### src/rtl/uart_link_buffer_pkg.sv
// Shared types for the UART link buffer: FSM states, transfer modes and
// the decoder from the raw 2-bit mode input.
package uart_link_buffer_pkg;

  typedef enum logic [1:0] {
    IDLE   = 2'b00,
    BUSY   = 2'b01,
    REPEAT = 2'b10
  } state_e;

  typedef enum logic [1:0] {
    M_PASS   = 2'b00,
    M_SINK   = 2'b01,
    M_DOUBLE = 2'b10
  } mode_e;

  // Encoding 11 is treated as pass-through.
  function automatic mode_e decode_mode(input logic [1:0] raw);
    mode_e m;
    case (raw)
      2'b01:   m = M_SINK;
      2'b10:   m = M_DOUBLE;
      default: m = M_PASS;
    endcase
    return m;
  endfunction

endpackage

### src/rtl/uart_link_buffer_if.sv
// Receiver/transmitter-side signal bundle of the link buffer. The master
// modport is the surrounding UART (or bench); the slave modport is the buffer.
interface uart_link_buffer_if #(
  parameter int DATA_W = 8,
  parameter int DEPTH  = 8
);
  localparam int LVL_W = $clog2(DEPTH) + 1;

  logic              rx_valid;
  logic [DATA_W-1:0] rx_data;
  logic              tx_done;
  logic [1:0]        mode;
  logic              rx_enable;
  logic [DATA_W-1:0] tx_data;
  logic              tx_start;
  logic              busy;
  logic [LVL_W-1:0]  level;
  logic              overflow;

  modport master (
    output rx_valid, rx_data, tx_done, mode,
    input  rx_enable, tx_data, tx_start, busy, level, overflow
  );

  modport slave (
    input  rx_valid, rx_data, tx_done, mode,
    output rx_enable, tx_data, tx_start, busy, level, overflow
  );
endinterface

### src/rtl/uart_link_buffer_link_fifo.sv
// Synchronous FIFO with the head word visible combinationally (no read
// latency). A push on a full FIFO is only taken when a pop happens on the same edge.
module link_fifo #(
  parameter int DATA_W = 8,
  parameter int DEPTH  = 8,
  localparam int PTR_W = $clog2(DEPTH),
  localparam int LVL_W = PTR_W + 1
) (
  input  logic              clc,
  input  logic              res,
  input  logic              push,
  input  logic [DATA_W-1:0] push_data,
  input  logic              pop,
  output logic [DATA_W-1:0] head,
  output logic              full,
  output logic              empty,
  output logic [LVL_W-1:0]  level
);

  logic [DATA_W-1:0] mem_q [DEPTH];
  logic [PTR_W-1:0]  wr_ptr_q, wr_ptr_d;
  logic [PTR_W-1:0]  rd_ptr_q, rd_ptr_d;
  logic [LVL_W-1:0]  level_q, level_d;
  logic              do_push_s;
  logic              do_pop_s;

  assign full      = (level_q == LVL_W'(DEPTH));
  assign empty     = (level_q == {LVL_W{1'b0}});
  assign head      = mem_q[rd_ptr_q];
  assign level     = level_q;
  assign do_pop_s  = pop & ~empty;
  assign do_push_s = push & (~full | do_pop_s);

  // Next pointer and occupancy; pointers wrap naturally as DEPTH is a power of two.
  always_comb begin
    wr_ptr_d = wr_ptr_q;
    rd_ptr_d = rd_ptr_q;
    level_d  = level_q;
    if (do_push_s) begin
      wr_ptr_d = wr_ptr_q + PTR_W'(1);
    end else begin
      wr_ptr_d = wr_ptr_q;
    end
    if (do_pop_s) begin
      rd_ptr_d = rd_ptr_q + PTR_W'(1);
    end else begin
      rd_ptr_d = rd_ptr_q;
    end
    case ({do_push_s, do_pop_s})
      2'b10:   level_d = level_q + LVL_W'(1);
      2'b01:   level_d = level_q - LVL_W'(1);
      default: level_d = level_q;
    endcase
  end

  // Control registers with synchronous active-low reset.
  always_ff @(posedge clc) begin
    if (!res) begin
      wr_ptr_q <= {PTR_W{1'b0}};
      rd_ptr_q <= {PTR_W{1'b0}};
      level_q  <= {LVL_W{1'b0}};
    end else begin
      wr_ptr_q <= wr_ptr_d;
      rd_ptr_q <= rd_ptr_d;
      level_q  <= level_d;
    end
  end

  // Storage array; contents are don't-care while empty, so it is not reset.
  always_ff @(posedge clc) begin
    if (do_push_s) begin
      mem_q[wr_ptr_q] <= push_data;
    end
  end

endmodule

### src/rtl/uart_link_buffer.sv
// Buffered coupling between UART receiver and transmitter: queues received
// words and hands them out with a start/done handshake in pass, sink or double-echo mode.
module uart_link_buffer
  import uart_link_buffer_pkg::*;
#(
  parameter int DATA_W    = 8,
  parameter int DEPTH     = 8,
  parameter int AF_MARGIN = 1
) (
  input logic               clc,
  input logic               res,
  uart_link_buffer_if.slave lnk
);

  localparam int LVL_W = $clog2(DEPTH) + 1;
  localparam logic [LVL_W-1:0] AF_LEVEL = LVL_W'(DEPTH - AF_MARGIN);

  state_e            state_q, state_d;
  mode_e             mode_q, mode_d;
  logic [DATA_W-1:0] tx_data_q, tx_data_d;
  logic              tx_start_q, tx_start_d;
  logic              rep_q, rep_d;
  logic              overflow_q, overflow_d;

  logic              push_req_s;
  logic              pop_s;
  logic [DATA_W-1:0] head_s;
  logic              full_s;
  logic              empty_s;
  logic [LVL_W-1:0]  level_s;

  link_fifo #(
    .DATA_W (DATA_W),
    .DEPTH  (DEPTH)
  ) u_fifo (
    .clc       (clc),
    .res       (res),
    .push      (push_req_s),
    .push_data (lnk.rx_data),
    .pop       (pop_s),
    .head      (head_s),
    .full      (full_s),
    .empty     (empty_s),
    .level     (level_s)
  );

  assign push_req_s = lnk.rx_valid & (decode_mode(lnk.mode) != M_SINK);
  assign pop_s      = (state_q == IDLE) & ~empty_s;

  // Overflow is sticky: a word is lost only when full and not popped this edge.
  always_comb begin
    overflow_d = overflow_q;
    if (push_req_s && full_s && !pop_s) begin
      overflow_d = 1'b1;
    end else begin
      overflow_d = overflow_q;
    end
  end

  // Transfer FSM next-state: pop in IDLE, wait for done in BUSY, one gap cycle in REPEAT.
  always_comb begin
    state_d    = state_q;
    mode_d     = mode_q;
    tx_data_d  = tx_data_q;
    tx_start_d = tx_start_q;
    rep_d      = rep_q;
    case (state_q)
      IDLE: begin
        if (!empty_s) begin
          tx_data_d  = head_s;
          tx_start_d = 1'b1;
          mode_d     = decode_mode(lnk.mode);
          rep_d      = 1'b0;
          state_d    = BUSY;
        end else begin
          tx_start_d = 1'b0;
          state_d    = IDLE;
        end
      end
      BUSY: begin
        if (lnk.tx_done) begin
          tx_start_d = 1'b0;
          // The in-flight word follows the mode latched at its pop.
          if ((mode_q == M_DOUBLE) && !rep_q) begin
            state_d = REPEAT;
          end else begin
            state_d = IDLE;
          end
        end else begin
          tx_start_d = 1'b1;
          state_d    = BUSY;
        end
      end
      REPEAT: begin
        tx_start_d = 1'b1;
        rep_d      = 1'b1;
        state_d    = BUSY;
      end
      default: begin
        tx_start_d = 1'b0;
        state_d    = IDLE;
      end
    endcase
  end

  // FSM and output registers with synchronous active-low reset.
  always_ff @(posedge clc) begin
    if (!res) begin
      state_q    <= IDLE;
      mode_q     <= M_PASS;
      tx_data_q  <= {DATA_W{1'b0}};
      tx_start_q <= 1'b0;
      rep_q      <= 1'b0;
      overflow_q <= 1'b0;
    end else begin
      state_q    <= state_d;
      mode_q     <= mode_d;
      tx_data_q  <= tx_data_d;
      tx_start_q <= tx_start_d;
      rep_q      <= rep_d;
      overflow_q <= overflow_d;
    end
  end

  assign lnk.tx_data   = tx_data_q;
  assign lnk.tx_start  = tx_start_q;
  assign lnk.overflow  = overflow_q;
  assign lnk.level     = level_s;
  assign lnk.rx_enable = (level_s < AF_LEVEL);
  assign lnk.busy      = (state_q != IDLE) | ~empty_s;

endmodule

### src/flat_wrapper.sv
// flat-port wrapper written by rule: the top's interface ports become plain ports
module uart_link_buffer_flat import uart_link_buffer_pkg::*;
#(
  parameter int DATA_W    = 8,
  parameter int DEPTH     = 8,
  parameter int AF_MARGIN = 1
)
  (clc, res, lnk_rx_valid, lnk_rx_data, lnk_tx_done, lnk_mode, lnk_rx_enable, lnk_tx_data, lnk_tx_start, lnk_busy, lnk_level, lnk_overflow);
  uart_link_buffer_if #(.DATA_W(DATA_W), .DEPTH(DEPTH)) lnk_i ();
  input logic clc;
  input logic res;
  input wire logic [$bits(lnk_i.rx_valid)-1:0] lnk_rx_valid;
  input wire logic [$bits(lnk_i.rx_data)-1:0] lnk_rx_data;
  input wire logic [$bits(lnk_i.tx_done)-1:0] lnk_tx_done;
  input wire logic [$bits(lnk_i.mode)-1:0] lnk_mode;
  output wire logic [$bits(lnk_i.rx_enable)-1:0] lnk_rx_enable;
  output wire logic [$bits(lnk_i.tx_data)-1:0] lnk_tx_data;
  output wire logic [$bits(lnk_i.tx_start)-1:0] lnk_tx_start;
  output wire logic [$bits(lnk_i.busy)-1:0] lnk_busy;
  output wire logic [$bits(lnk_i.level)-1:0] lnk_level;
  output wire logic [$bits(lnk_i.overflow)-1:0] lnk_overflow;
  assign lnk_i.rx_valid = lnk_rx_valid;
  assign lnk_i.rx_data = lnk_rx_data;
  assign lnk_i.tx_done = lnk_tx_done;
  assign lnk_i.mode = lnk_mode;
  assign lnk_rx_enable = lnk_i.rx_enable;
  assign lnk_tx_data = lnk_i.tx_data;
  assign lnk_tx_start = lnk_i.tx_start;
  assign lnk_busy = lnk_i.busy;
  assign lnk_level = lnk_i.level;
  assign lnk_overflow = lnk_i.overflow;
  uart_link_buffer #(.DATA_W(DATA_W), .DEPTH(DEPTH), .AF_MARGIN(AF_MARGIN)) u_core (.clc(clc), .res(res), .lnk(lnk_i));
endmodule
### config.mk
export PLATFORM = sky130hd
export DESIGN_NAME = uart_link_buffer_flat
export DESIGN_NICKNAME = d
export VERILOG_FILES = /design/src/rtl/uart_link_buffer_pkg.sv /design/src/rtl/uart_link_buffer_if.sv /design/src/rtl/uart_link_buffer_link_fifo.sv /design/src/rtl/uart_link_buffer.sv /design/src/flat_wrapper.sv
export SDC_FILE = /design/constraint.sdc
export NUM_CORES = 1
export LEC_CHECK = 0
export BUFFER_PORTS_ARGS = -buffer_cell sky130_fd_sc_hd__clkbuf_2
export CORE_UTILIZATION = 63
export DETAILED_ROUTE_END_ITERATION = 12
export HOLD_SLACK_MARGIN = 0.05
export PLACE_DENSITY = 0.95
export SKIP_LAST_GASP = 1
export SYNTH_ARGS = -nofsm -noshare
export SYNTH_HDL_FRONTEND = slang
export SYNTH_SLANG_ARGS = --single-unit
### constraint.sdc
create_clock -name clc -period 5.3 [get_ports clc]
set_clock_uncertainty 0.15 [all_clocks]
set_input_delay 0.53 -clock clc [delete_from_list [all_inputs] [get_ports clc]]
set_output_delay 0.53 -clock clc [all_outputs]
set_load 0.05 [all_outputs]
==> summary.txt <==
WL per Instance - 19.7 um
DRT iter0 DRCs - 134
Clk_lat worst skew - 350 ps
Reg2reg setup slack - 2600 ps
Synthesized instance count - 215
Setup tns final - 0 ps
CTS tree - yes
Synth Area in Adders - 1.08%
GR peak layer - met2
Post-route DRC - 0
CORE AREA - 0.00520 sq mm
Run status - completed
Vias per cell - 6.06
Leak - 1.34 nW
# IOs - 30
Final Hold Vio Count - 0
Final Routed Wirelength - 6360 um
Critical path arrival - 2510 ps
Critical path's top delay family - simple AND/OR/NAND/NOR gates
Final setup violating endpoints - 0
Die X - 76.4 um
Library cells used by synthesis - 37
Worst min path class - reg -> reg
Antenna Cells - 0
Critical Path End Type - flop
PnR worst setup slack - 2600 ps
Compound-Gate Fraction of Synth Area - 6.21%
Number of flops mapped to enable cells by yosys - 64
CTS Buffer Depth - 2
Tot GR Track Use - 24.3%
Port Buf Inserts - 29
Syn Nets - 232
Grt met1 use - 30.3%
Main combinational cell family by area after synthesis - multiplexers
Critical-path top delay cell - nor3_1
Detailed-route via count - 1957
Final Max Slew Viols - 0
Worst path required time - 5110 ps
Multiplexer area fraction after synthesis - 12.9%
Post-layout util - 75.6%
Worst-path cell chain - or3_4, o211ai_4, inv_2, nand2_1, nor3_1
Vias in the first global route - 1973
Num Clock Sinks - 88
Fmax - 370 MHz
Final worst path period need - 2700 ps
Worst slew pin tran - 1390 ps
Worst slack, placed - 2370 ps
Starting Density - 67.0%
Startpoint types - flop
Max-Cap Viols - 0
Post-cts resize count - 0
Die height - 76.4 um
Nets@finish - 265
Power per cell area - 543 mW/mm^2
Final GP Congestion - 0.760
Clock-pin slew on the worst setup and hold paths - 80 ps
Post-CTS setup buffers - 0
Worst-path fanout max - 9
Die Area - 0.00584 sq mm
H-tree Lvls - 3
Std-Cell Rows - 26
Fraction of layout cells with a size suffix above 1 - 27.3%
Mean Syn Cell Area - 16.2 sq um
Async S/R FF share, synth - 0%
Seq/Total Area, Yosys - 68.9%
Mapped cell area - 0.00349 sq mm
Post-CTS Hold Buffers - 0
Met3 usage - 6.11%
Area grow syn2layout - 12.9%
Overflow after GRT - 0
Total number of yosys warnings - 0
Largest net degree at the start of global routing - 27
Antenna violations before repair - 0
Max stage delay on crit path - 1070 ps
Dpl hpwl - 4150 um
TritonCTS buffer count - 9
WS Path Type - reg -> reg
Main synth FF type - edfxtp_1
CTS root buf - clkbuf_8
Tcrit/Tclk final - 51.0%
Pre-antenna DRT Iters - 4
Worst VDD drop - 330 uV
CP Buf/Inv Count - 1
Global-route wire length before repair - 10100 um
Simple-gate share of the synthesized area - 7.86%
Register bit total from synthesis - 88
Number of fill cells - 308
Max-slew headroom - 6.92%
Grt met2 use - 38.6%
RSZ-0062 raised after global routing - no
XOR/XNOR share of the synthesized area - 1.76%
Final ANT Viol Nets - 0
[worst register-to-register path, cell delays in order (launching register included)]
cell	delay, ps
dfxtp_1	510
or3_4	230
o211ai_4	150
inv_2	110
nand2_1	100
nor3_1	1070
[power breakdown]
group | total, W | internal [W] | switching [W]
registers | 0.000921 | 0.000808 | 0.000113
logic | 0.000683 | 0.000266 | 0.000417
clock network | 0.000536 | 0.000312 | 0.000225
[synthesized netlist by cell type (all sizes together) (3+ instances only)]
cell type | number | share of area (%)
nor2 | 9 | 0.97
edfxtp | 64 | 55
o21ai | 12 | 1.8
a21oi | 10 | 1.4
dfxtp | 24 | 14
xor2 | 3 | 0.75
xnor2 | 4 | 1.0
nor3 | 6 | 0.86
mux2i | 9 | 2.6
nand2b | 4 | 0.72
nor2b | 4 | 0.72
clkbuf | 4 | 0.43
and2 | 6 | 1.1
ha | 3 | 1.1
mux4 | 16 | 10
nand2 | 10 | 1.1
buf | 5 | 0.65
a21boi | 3 | 0.65
[sequential cells by signal, indices dropped and copies added (netlist names)]
| name | count |
|---|---|
| u_core.mode_q | 2 |
| u_core.u_fifo.wr_ptr_q | 3 |
| u_core.state_q | 2 |
| u_core.u_fifo.mem_q | 64 |
| u_core.lnk.tx_data | 8 |
| u_core.rep_q | 1 |
| u_core.u_fifo.level | 4 |
| u_core.u_fifo.rd_ptr_q | 3 |
| u_core.lnk.overflow | 1 |
[placed cells by master (no fill, tap or decap), drive strengths merged, types with 2 or more instances in the layout]
master / instances
edfxtp: 64
clkbuf: 39
dfxtp: 24
mux4: 16
o21ai: 12
nand2: 10
a21oi: 10
nor2: 9
mux2i: 9
and2: 6
nor3: 6
nand2b: 4
nor2b: 4
xnor2: 4
xor2: 3
a21boi: 3
ha: 3
bufinv: 3
nand3b: 2
and3: 2
nand3: 2
clkinv: 2
buf: 2
nor4: 2
inv: 2
[cell families (layout without fill, tap and decap cells)]
kind of cell,after synthesis,in the layout
xor gates and xnor gates,7,7
buffers and inverters,11,49
and+or+nand+nor,50,50
adders and majority gates,3,3
DFF,88,88
muxes,25,25
AOI/OAI and AO/OA,31,31
[path summary, 6_finish.rpt]
check                                       from                                   to  cells past startpoint
max reg2reg  u_core.u_fifo.level[1]$_SDFFE_PN0P_  u_core.u_fifo.mem_q[4][0]$_DFFE_PP_                      5
max          u_core.u_fifo.level[1]$_SDFFE_PN0P_  u_core.u_fifo.mem_q[4][0]$_DFFE_PP_                      5
min reg2reg        u_core.mode_q[0]$_SDFFE_PN0P_         u_core.state_q[1]$_SDFF_PN0_                      1
min                u_core.mode_q[0]$_SDFFE_PN0P_         u_core.state_q[1]$_SDFF_PN0_                      1
[per-layer routing]
metal  routed length, um  share of wire [%]
met5                   0                  0
met4                 221                3.5
met3                 400                6.3
met2                3150                 50
met1                2590                 41
[through the flow]
step           total power (W)  cell area [sq um]  hold WS (ps)  std cells
6_report               0.00214               3940           293        323
5_1_grt                0.00224               3940           307        323
4_1_cts                0.00215               3940           285        323
3_5_place_dp           0.00162               3700           280        307
3_3_place_gp           0.00159               3700           261        307
2_1_floorplan          0.00145               3490           248        215
[final cells by class]
| type | instances | area (sq um) | share of cell area (%) |
|---|---|---|---|
| clock buffer | 10 | 128 | 3.24 |
| clock inverter | 6 | 108 | 2.73 |
| inverter | 2 | 7.51 | 0.191 |
| multi-input combinational | 116 | 1040 | 26.5 |
| sequential | 88 | 2400 | 61.0 |
| tap | 70 | 87.6 | 2.22 |
| timing repair buffer | 31 | 160 | 4.07 |
Power figures use the tool's default switching activity.
